==> config.mk <==
export PLATFORM = sky130hd
export DESIGN_NAME = mac_pe_tagged
export DESIGN_NICKNAME = d
export VERILOG_FILES = /design/src/rtl/pe_pkg.sv /design/src/rtl/pe_result_buf.sv /design/src/rtl/mac_pe_tagged.sv
export SDC_FILE = /design/constraint.sdc
export NUM_CORES = 1
export LEC_CHECK = 0
export ABC_AREA = 1
export CAP_MARGIN = 0
export CORE_ASPECT_RATIO = 1.4
export CORE_MARGIN = 1.5
export CORE_UTILIZATION = 50
export CTS_BUF_LIST = sky130_fd_sc_hd__clkbuf_8
export DETAILED_ROUTE_END_ITERATION = 7
export PLACE_DENSITY = 0.69
export SLEW_MARGIN = 10
export SYNTH_ARGS = -nofsm -noshare
export SYNTH_HDL_FRONTEND = slang
export SYNTH_SLANG_ARGS = --single-unit
==> constraint.sdc <==
create_clock -name clk -period 2.2 [get_ports clk]
set_clock_uncertainty 0.1 [all_clocks]
set_input_delay 0.33 -clock clk [delete_from_list [all_inputs] [get_ports clk]]
set_output_delay 0.33 -clock clk [all_outputs]
set_load 0.01 [all_outputs]
==> src/rtl/pe_pkg.sv <==
// pe_pkg: shared constants, beat tag type and saturation helper for the
// mac_pe_tagged systolic processing element.
package pe_pkg;

    // Default operand and accumulator widths for the GPU matrix array
    localparam int PE_DATA_W = 16;
    localparam int PE_ACC_W  = 32;

    // Beat framing tag, used for both the forwarded and the pipelined copy
    typedef struct packed {
        logic valid;
        logic clear;
        logic last;
    } pe_tag_t;

    // Outcome of a saturating add: whether to clamp, and toward which bound
    typedef struct packed {
        logic clamp;
        logic high;
    } pe_sat_t;

    // Saturating-add decision from the operand/sum sign bits and the carry.
    // Signed: overflow when both operands share a sign the sum does not.
    // Unsigned: overflow is a carry out; only the upper bound can be hit.
    function automatic pe_sat_t sat_add_check(
        input logic is_signed,
        input logic a_msb,
        input logic b_msb,
        input logic sum_msb,
        input logic carry
    );
        pe_sat_t r;
        if (is_signed) begin
            r.clamp = (a_msb == b_msb) && (sum_msb != a_msb);
            r.high  = ~a_msb;
        end else begin
            r.clamp = carry;
            r.high  = 1'b1;
        end
        return r;
    endfunction

endpackage

==> src/rtl/pe_result_buf.sv <==
// pe_result_buf: one-entry valid/ready result register. A load while an
// unaccepted result is held overwrites it and sets the sticky overrun flag.
module pe_result_buf
    import pe_pkg::*;
#(
    parameter int ACC_W = PE_ACC_W
) (
    input  logic             clk,
    input  logic             reset_n,
    input  logic             load,
    input  logic [ACC_W-1:0] load_data,
    input  logic             load_sat,
    input  logic             ready,
    output logic             valid,
    output logic [ACC_W-1:0] data,
    output logic             sat,
    output logic             overrun
);

    // Entry state: load wins over consumption, so a same-edge load keeps valid high
    always_ff @(posedge clk or negedge reset_n) begin
        // NOTE: sequential state is written with non-blocking assignments only,
        // so every flop samples pre-edge values regardless of statement order.
        if (!reset_n) begin
            valid   <= 1'b0;
            data    <= '0;
            sat     <= 1'b0;
            overrun <= 1'b0;
        end else begin
            if (load) begin
                valid <= 1'b1;
                data  <= load_data;
                sat   <= load_sat;
                if (valid && !ready) begin
                    overrun <= 1'b1;
                end
            end else if (valid && ready) begin
                valid <= 1'b0;
            end
        end
    end

endmodule

==> src/rtl/mac_pe_tagged.sv <==
// mac_pe_tagged: systolic multiply-accumulate processing element.
// Forwards A east / B south with one cycle of latency, runs a two-stage
// multiply/accumulate pipeline framed by clear/last tags, and hands completed
// dot products to a one-entry valid/ready buffer. en=0 stalls the array.
// Optional feature macro: MAC_PE_SAT_EN (saturating accumulation, res_sat).
module mac_pe_tagged
    import pe_pkg::*;
#(
    parameter int DATA_W = PE_DATA_W,
    parameter int ACC_W  = PE_ACC_W,
    parameter int SIGNED = 0
) (
    input  logic              clk,
    input  logic              reset_n,
    input  logic              en,
    input  logic              in_valid,
    input  logic [DATA_W-1:0] in_a,
    input  logic [DATA_W-1:0] in_b,
    input  logic              in_clear,
    input  logic              in_last,
    output logic              out_valid,
    output logic [DATA_W-1:0] out_a,
    output logic [DATA_W-1:0] out_b,
    output logic              out_clear,
    output logic              out_last,
    output logic              res_valid,
    input  logic              res_ready,
    output logic [ACC_W-1:0]  res_data,
    output logic              res_sat,
    output logic              res_overrun
);

    localparam int PROD_W = 2 * DATA_W;

    // The accumulator must hold a full product without loss
    if (ACC_W < PROD_W) begin : g_bad_width
        $error("mac_pe_tagged: ACC_W (%0d) must be >= 2*DATA_W (%0d)", ACC_W, PROD_W);
    end

    pe_tag_t          in_tag;
    pe_tag_t          fwd_tag;
    pe_tag_t          s1_tag;
    logic [ACC_W-1:0] prod_ext;
    logic [ACC_W-1:0] p_q;
    logic [ACC_W-1:0] acc;
    logic [ACC_W-1:0] acc_next;
    logic             res_load;
    logic             res_sat_in;

    assign in_tag = '{valid: in_valid, clear: in_clear, last: in_last};

    // Product extended to the accumulator width according to signedness
    if (SIGNED != 0) begin : g_mul_signed
        logic signed [PROD_W-1:0] a_s;
        logic signed [PROD_W-1:0] b_s;
        logic signed [PROD_W-1:0] prod_s;
        assign a_s      = PROD_W'($signed(in_a));
        assign b_s      = PROD_W'($signed(in_b));
        assign prod_s   = a_s * b_s;
        assign prod_ext = ACC_W'(prod_s);
    end else begin : g_mul_unsigned
        logic [PROD_W-1:0] prod_u;
        assign prod_u   = PROD_W'(in_a) * PROD_W'(in_b);
        assign prod_ext = ACC_W'(prod_u);
    end

    // Forwarding registers: pass every beat east/south, hold while stalled
    always_ff @(posedge clk or negedge reset_n) begin
        if (!reset_n) begin
            fwd_tag <= '0;
            out_a   <= '0;
            out_b   <= '0;
        end else if (en) begin
            fwd_tag <= in_tag;
            out_a   <= in_a;
            out_b   <= in_b;
        end
    end

    assign out_valid = fwd_tag.valid;
    assign out_clear = fwd_tag.clear;
    assign out_last  = fwd_tag.last;

    // Stage 1: register the product and its tag; idle beats carry a null tag
    always_ff @(posedge clk or negedge reset_n) begin
        if (!reset_n) begin
            s1_tag <= '0;
            p_q    <= '0;
        end else if (en) begin
            s1_tag <= in_valid ? in_tag : '0;
            if (in_valid) begin
                p_q <= prod_ext;
            end
        end
    end

`ifdef MAC_PE_SAT_EN
    logic [ACC_W:0]   sum_wide;
    logic [ACC_W-1:0] acc_max;
    logic [ACC_W-1:0] acc_min;
    logic             sat_flag;
    logic             sat_next;
    pe_sat_t          ovf;

    assign sum_wide = {1'b0, acc} + {1'b0, p_q};
    assign acc_max  = (SIGNED != 0) ? {1'b0, {(ACC_W-1){1'b1}}} : {ACC_W{1'b1}};
    assign acc_min  = (SIGNED != 0) ? {1'b1, {(ACC_W-1){1'b0}}} : '0;
    assign ovf      = sat_add_check(SIGNED != 0, acc[ACC_W-1], p_q[ACC_W-1],
                                    sum_wide[ACC_W-1], sum_wide[ACC_W]);

    // Stage 2 next value: restart on clear, otherwise clamp-or-add
    always_comb begin
        // NOTE: every combinational output gets a default first so no path
        // through the block leaves it unassigned and infers a latch.
        acc_next = sum_wide[ACC_W-1:0];
        sat_next = sat_flag;
        if (s1_tag.clear) begin
            acc_next = p_q;
            sat_next = 1'b0;
        end else if (ovf.clamp) begin
            acc_next = ovf.high ? acc_max : acc_min;
            sat_next = 1'b1;
        end
    end

    // Per-tile sticky saturation flag, advancing with the accumulator
    always_ff @(posedge clk or negedge reset_n) begin
        if (!reset_n) begin
            sat_flag <= 1'b0;
        end else if (en && s1_tag.valid) begin
            sat_flag <= sat_next;
        end
    end

    assign res_sat_in = sat_next;
`else
    logic [ACC_W-1:0] sum_wrap;

    assign sum_wrap = acc + p_q;

    // Stage 2 next value: restart on clear, otherwise wrap-around add
    always_comb begin
        // NOTE: every combinational output gets a default first so no path
        // through the block leaves it unassigned and infers a latch.
        acc_next = sum_wrap;
        if (s1_tag.clear) begin
            acc_next = p_q;
        end
    end

    assign res_sat_in = 1'b0;
`endif

    // Stage 2: accumulator advances only on valid beats while not stalled
    always_ff @(posedge clk or negedge reset_n) begin
        if (!reset_n) begin
            acc <= '0;
        end else if (en && s1_tag.valid) begin
            acc <= acc_next;
        end
    end

    // The closing beat of a tile hands the same next-acc value to the buffer
    assign res_load = en && s1_tag.valid && s1_tag.last;

    pe_result_buf #(
        .ACC_W (ACC_W)
    ) u_res_buf (
        .clk       (clk),
        .reset_n   (reset_n),
        .load      (res_load),
        .load_data (acc_next),
        .load_sat  (res_sat_in),
        .ready     (res_ready),
        .valid     (res_valid),
        .data      (res_data),
        .sat       (res_sat),
        .overrun   (res_overrun)
    );

endmodule

==> results of run 1 <==
==> worst min-delay path, stage by stage <==
cell                     delay [ns]
sky130_fd_sc_hd__buf_8         0.08
sky130_fd_sc_hd__buf_4         0.14
sky130_fd_sc_hd__mux2_2        0.15
==> worst max path at each step <==
stage	slack (ns)	endpoint	cells past startpoint	start
final	-2.71	p_q[29]$_DFFE_PN0P_	26	in_b[6]
after global routing	-2.91	p_q[29]$_DFFE_PN0P_	26	in_b[14]
after CTS	-2.74	p_q[29]$_DFFE_PN0P_	25	in_a[10]
after detailed placement	-3.75	p_q[21]$_DFFE_PN0P_	23	in_a[9]
after global placement	-3.73	p_q[21]$_DFFE_PN0P_	23	in_a[6]
after floorplan	-2.86	p_q[29]$_DFFE_PN0P_	25	in_a[7]
==> layout by cell type, fill, tap and decap left out, types with 7 or more instances in the layout <==
cell type,n
sky130_fd_sc_hd__nand2_1,667
sky130_fd_sc_hd__inv_1,456
sky130_fd_sc_hd__buf_4,213
sky130_fd_sc_hd__fa_1,168
sky130_fd_sc_hd__dfrtp_1,134
sky130_fd_sc_hd__nand2_2,92
sky130_fd_sc_hd__nand3_1,87
sky130_fd_sc_hd__inv_2,81
sky130_fd_sc_hd__ha_1,77
sky130_fd_sc_hd__clkdlybuf4s50_1,74
sky130_fd_sc_hd__buf_6,71
sky130_fd_sc_hd__nor2_1,50
sky130_fd_sc_hd__ha_4,48
sky130_fd_sc_hd__nand2_4,38
sky130_fd_sc_hd__mux2_2,32
sky130_fd_sc_hd__nand3_2,30
sky130_fd_sc_hd__fa_2,27
sky130_fd_sc_hd__a21oi_1,26
sky130_fd_sc_hd__nor2_4,23
sky130_fd_sc_hd__nor2_2,23
sky130_fd_sc_hd__buf_12,23
sky130_fd_sc_hd__clkbuf_8,20
sky130_fd_sc_hd__o21ai_1,18
sky130_fd_sc_hd__a21oi_2,16
sky130_fd_sc_hd__o21ai_0,16
sky130_fd_sc_hd__nand4_1,14
sky130_fd_sc_hd__or2_2,13
sky130_fd_sc_hd__a21oi_4,12
sky130_fd_sc_hd__ha_2,10
sky130_fd_sc_hd__clkbuf_2,10
sky130_fd_sc_hd__inv_4,9
sky130_fd_sc_hd__o21ai_2,9
sky130_fd_sc_hd__a31oi_1,7
sky130_fd_sc_hd__buf_16,7
sky130_fd_sc_hd__buf_8,7
==> state kept, by name, indices dropped and copies added, names as in the netlist <==
register	flops
acc	32
out_clear	1
p_q	32
u_res_buf.valid	1
out_a	16
out_last	1
s1_tag	2
u_res_buf.overrun	1
u_res_buf.data	32
out_valid	1
out_b	16
==> cell type report <==
cell class,count,share of cell area (%)
antenna,1,0.0106
clock inverter,12,0.703
clock buffer,20,1.16
tap,445,2.35
multi-input combinational,1570,55.8
inverter,546,8.75
sequential,135,14.3
timing repair buffer,414,17.0
==> metal layers <==
metal  routed length, um  vias up  share of wire [%]
li1                    -     7610                  -
met3                2270      191                4.2
met4                3450        0                6.3
met1               19300     7873                 35
met2               29400      540                 54
met5                   0        -                  0
==> metrics by stage <==
stage / instances / utilization, % / TNS (ns)
detailed placement: 3012 / 61.3 / -94.16
global route: 3142 / 71.1 / -69.32
finish: 3143 / 71.1 / -65.69
global placement: 3012 / 61.3 / -92.66
floorplan: 2345 / - / -68.15
CTS: 3121 / 67.1 / -66.34
==> repair_timing <==
action | in CTS | in global routing
hold buffers | 1 | 0
pin swaps | 138 | 178
buffers inserted | 69 | 29
resized for setup | 347 | 348
hold endpoints to repair | 63 | 0
setup endpoints to repair | 51 | 79
cloned | 7 | 0
==> cell families after synthesis <==
group | after synthesis | share of synthesized area (%)
other cells | 1 | 0.0221
xor+xnor | 20 | 1.03
simple gates | 1060 | 25.2
mux | 32 | 2.12
buf+inv | 640 | 14.6
fa+ha+maj | 330 | 33.0
compound gates | 127 | 4.16
flops | 135 | 19.9
==> metrics.txt, run 1 <==
# TYPE chip_impl_metric gauge
chip_impl_metric{name="grt_pass1_vias",unit=""} 17100
chip_impl_metric{name="floorplan.die_area",unit="sq mm"} 0.0351
chip_impl_info{name="synth_top_cell_by_area",value="sky130_fd_sc_hd__fa_1"} 1
chip_impl_info{name="synthTopCellsByCount",value="sky130_fd_sc_hd__nand2_1, sky130_fd_sc_hd__inv_1, sky130_fd_sc_hd__fa_1, sky130_fd_sc_hd__dfrtp_1, sky130_fd_sc_hd__ha_1"} 1
chip_impl_info{name="worst_setup_path_end_kind",value="flip-flop"} 1
chip_impl_metric{name="grt_overflow",unit=""} 0
chip_impl_info{name="rsz0062_at_grt",value="yes"} 1
chip_impl_metric{name="ys_seq_elements",unit=""} 135
chip_impl_metric{name="drcViolationCount",unit=""} 0
chip_impl_metric{name="syn_inst",unit=""} 2345
chip_impl_metric{name="grt_max_degree",unit=""} 48
chip_impl_info{name="clock_tree.root_cell",value="sky130_fd_sc_hd__clkbuf_8"} 1
chip_impl_metric{name="ant_nets",unit=""} 0
chip_impl_metric{name="worst_r2r_path_depth",unit=""} 12
chip_impl_metric{name="synthDominantCellAreaShare",unit="%"} 23.0
chip_impl_metric{name="hold_viol_final",unit=""} 0
chip_impl_metric{name="starting_density_of_the_core",unit="%"} 50.9
chip_impl_metric{name="violation_count_after_the_first_detailed_routing_iteration",unit=""} 859
chip_impl_metric{name="critPathRequiredTime",unit="ns"} 2.50
chip_impl_info{name="busiest_layer",value="met2"} 1
chip_impl_metric{name="ctsLongestPathBuffers",unit=""} 2
chip_impl_metric{name="critical_path.max_fanout",unit=""} 4
chip_impl_metric{name="multiInputGateArea",unit="sq mm"} 0.0132
chip_impl_info{name="synthFlopType",value="sky130_fd_sc_hd__dfrtp_1"} 1
chip_impl_metric{name="drive_gt1_share",unit="%"} 32.2
chip_impl_info{name="hold_start",value="in_b[6]"} 1
chip_impl_metric{name="asyncSetResetFlopFracSynth",unit="%"} 100
chip_impl_metric{name="numPortBuffers",unit=""} 107
chip_impl_metric{name="whs_path_depth",unit=""} 3
chip_impl_info{name="synthTopCellsByArea",value="sky130_fd_sc_hd__fa_1, sky130_fd_sc_hd__dfrtp_1, sky130_fd_sc_hd__nand2_1, sky130_fd_sc_hd__inv_1, sky130_fd_sc_hd__ha_1"} 1
chip_impl_metric{name="timing.hold.ws",unit="ns"} 0.119
chip_impl_metric{name="area_growth_syn_to_layout",unit="%"} 39.6
chip_impl_metric{name="reg2reg_setup_slack",unit="ns"} 0.07
chip_impl_metric{name="die-height",unit="um"} 221
chip_impl_metric{name="clkLatencyLatePin",unit="ns"} 0.51
chip_impl_metric{name="fin_crit",unit="ns"} 4.91
chip_impl_info{name="cp-start-kind",value="primary input"} 1
chip_impl_metric{name="die-width",unit="um"} 159
chip_impl_metric{name="clock-sinks",unit=""} 135
chip_impl_metric{name="synthesis.area",unit="sq mm"} 0.0170
chip_impl_info{name="critPathKind",value="in2reg"} 1
chip_impl_metric{name="slew_headroom",unit="%"} 44.2
chip_impl_metric{name="number_of_antenna_violations_at_the_first_check_in_global_routing",unit=""} 0
chip_impl_metric{name="period_share",unit="%"} 223
chip_impl_metric{name="grt.met3_usage",unit="%"} 4.52
chip_impl_metric{name="hpwlAfterDp",unit="um"} 39300
chip_impl_info{name="hold_path.class",value="in2reg"} 1
chip_impl_metric{name="grt_pass1_wl",unit="um"} 84600
chip_impl_metric{name="fillCellCount",unit=""} 2581
chip_impl_metric{name="final_nets",unit=""} 3053
chip_impl_metric{name="dpl-instance-area",unit="sq mm"} 0.0204
chip_impl_metric{name="ys.warnings.count",unit=""} 0
chip_impl_metric{name="gpl.final_weighted_congestion",unit=""} 0.961
chip_impl_metric{name="final_cell_area",unit="sq mm"} 0.0237
chip_impl_metric{name="clock.fmax",unit="GHz"} 0.204
chip_impl_metric{name="first_pass_iters",unit=""} 8
chip_impl_metric{name="setup_violations",unit=""} 29
chip_impl_info{name="timing.hold.worst_endpoint",value="out_b[6]$_DFFE_PN0P_"} 1
chip_impl_metric{name="viasPerCell",unit=""} 5.16
chip_impl_metric{name="post_detailed_route_wirelength_per_cell",unit="um"} 17.3
chip_impl_info{name="crit_path_top_delay_cell",value="sky130_fd_sc_hd__fa_2"} 1
chip_impl_metric{name="core_region_area",unit="sq mm"} 0.0333
chip_impl_metric{name="synth_enable_flop_cells",unit=""} 0
chip_impl_metric{name="synth.distinct_cells",unit=""} 41
chip_impl_info{name="violated_checks",value="negative setup slack"} 1
chip_impl_metric{name="use_met1",unit="%"} 33.2
chip_impl_info{name="library_cell_with_the_highest_instance_count_after_synthesis",value="sky130_fd_sc_hd__nand2_1"} 1
chip_impl_metric{name="cts-buffers-inserted",unit=""} 17
chip_impl_metric{name="maxCapViolCount",unit=""} 0
chip_impl_metric{name="dr_total_vias",unit=""} 16200
chip_impl_metric{name="slowest_delay",unit="ns"} 0.58
chip_impl_metric{name="critical_path_buf_inv_count",unit=""} 8
chip_impl_metric{name="avgSynthCellArea",unit="sq um"} 7.23
chip_impl_info{name="status",value="finished, violations left"} 1
chip_impl_info{name="crit-reg2reg-capture",value="u_res_buf.data[7]$_DFFE_PN0P_"} 1
chip_impl_metric{name="postSynthNetCount",unit=""} 2714
chip_impl_metric{name="groute.layer.met2.usage",unit="%"} 58.5
chip_impl_metric{name="worst_slew_pin_slew",unit="ns"} 0.836
chip_impl_info{name="family_with_the_most_delay_on_the_worst_path",value="adder cells"} 1
chip_impl_metric{name="depth_of_the_cts_h_tree",unit=""} 4
chip_impl_metric{name="number_of_placement_rows",unit=""} 79
chip_impl_metric{name="post-route-worst-setup-slack",unit="ns"} -2.71
chip_impl_metric{name="crit_arrival",unit="ns"} 5.21
chip_impl_metric{name="finalMaxSlewViolations",unit=""} 0
chip_impl_metric{name="dp_slack",unit="ns"} -3.75
chip_impl_metric{name="postRouteWirelength",unit="um"} 54400
chip_impl_info{name="r2r_start",value="p_q[1]$_DFFE_PN0P_"} 1
chip_impl_metric{name="floorplan.io_pins",unit=""} 109
chip_impl_metric{name="register_area_share_after_synthesis",unit="%"} 19.9
chip_impl_metric{name="global_route.usage.total",unit="%"} 31.5
chip_impl_metric{name="area.sequential",unit="sq mm"} 0.00338
chip_impl_metric{name="path_clk_slew",unit="ns"} 0.09
chip_impl_info{name="cts_tree",value="built"} 1
Power of run 1 is not shown: default switching activity piles up to over one toggle a cycle in this logic, so the estimate is an artifact.
==> inputs of run 2 (changes only) <==
--- a/config.mk
+++ b/config.mk
@@ -6,7 +6,7 @@
 export NUM_CORES = 1
 export LEC_CHECK = 0
 export ABC_AREA = 1
-export CAP_MARGIN = 0
+export CAP_MARGIN = 20
 export CORE_ASPECT_RATIO = 1.4
 export CORE_MARGIN = 1.5
 export CORE_UTILIZATION = 50
==> results of run 2 <==
The final DEF is identical to that of run 1; final timing and power are the same.
Power of run 2 is left out for the same reason.
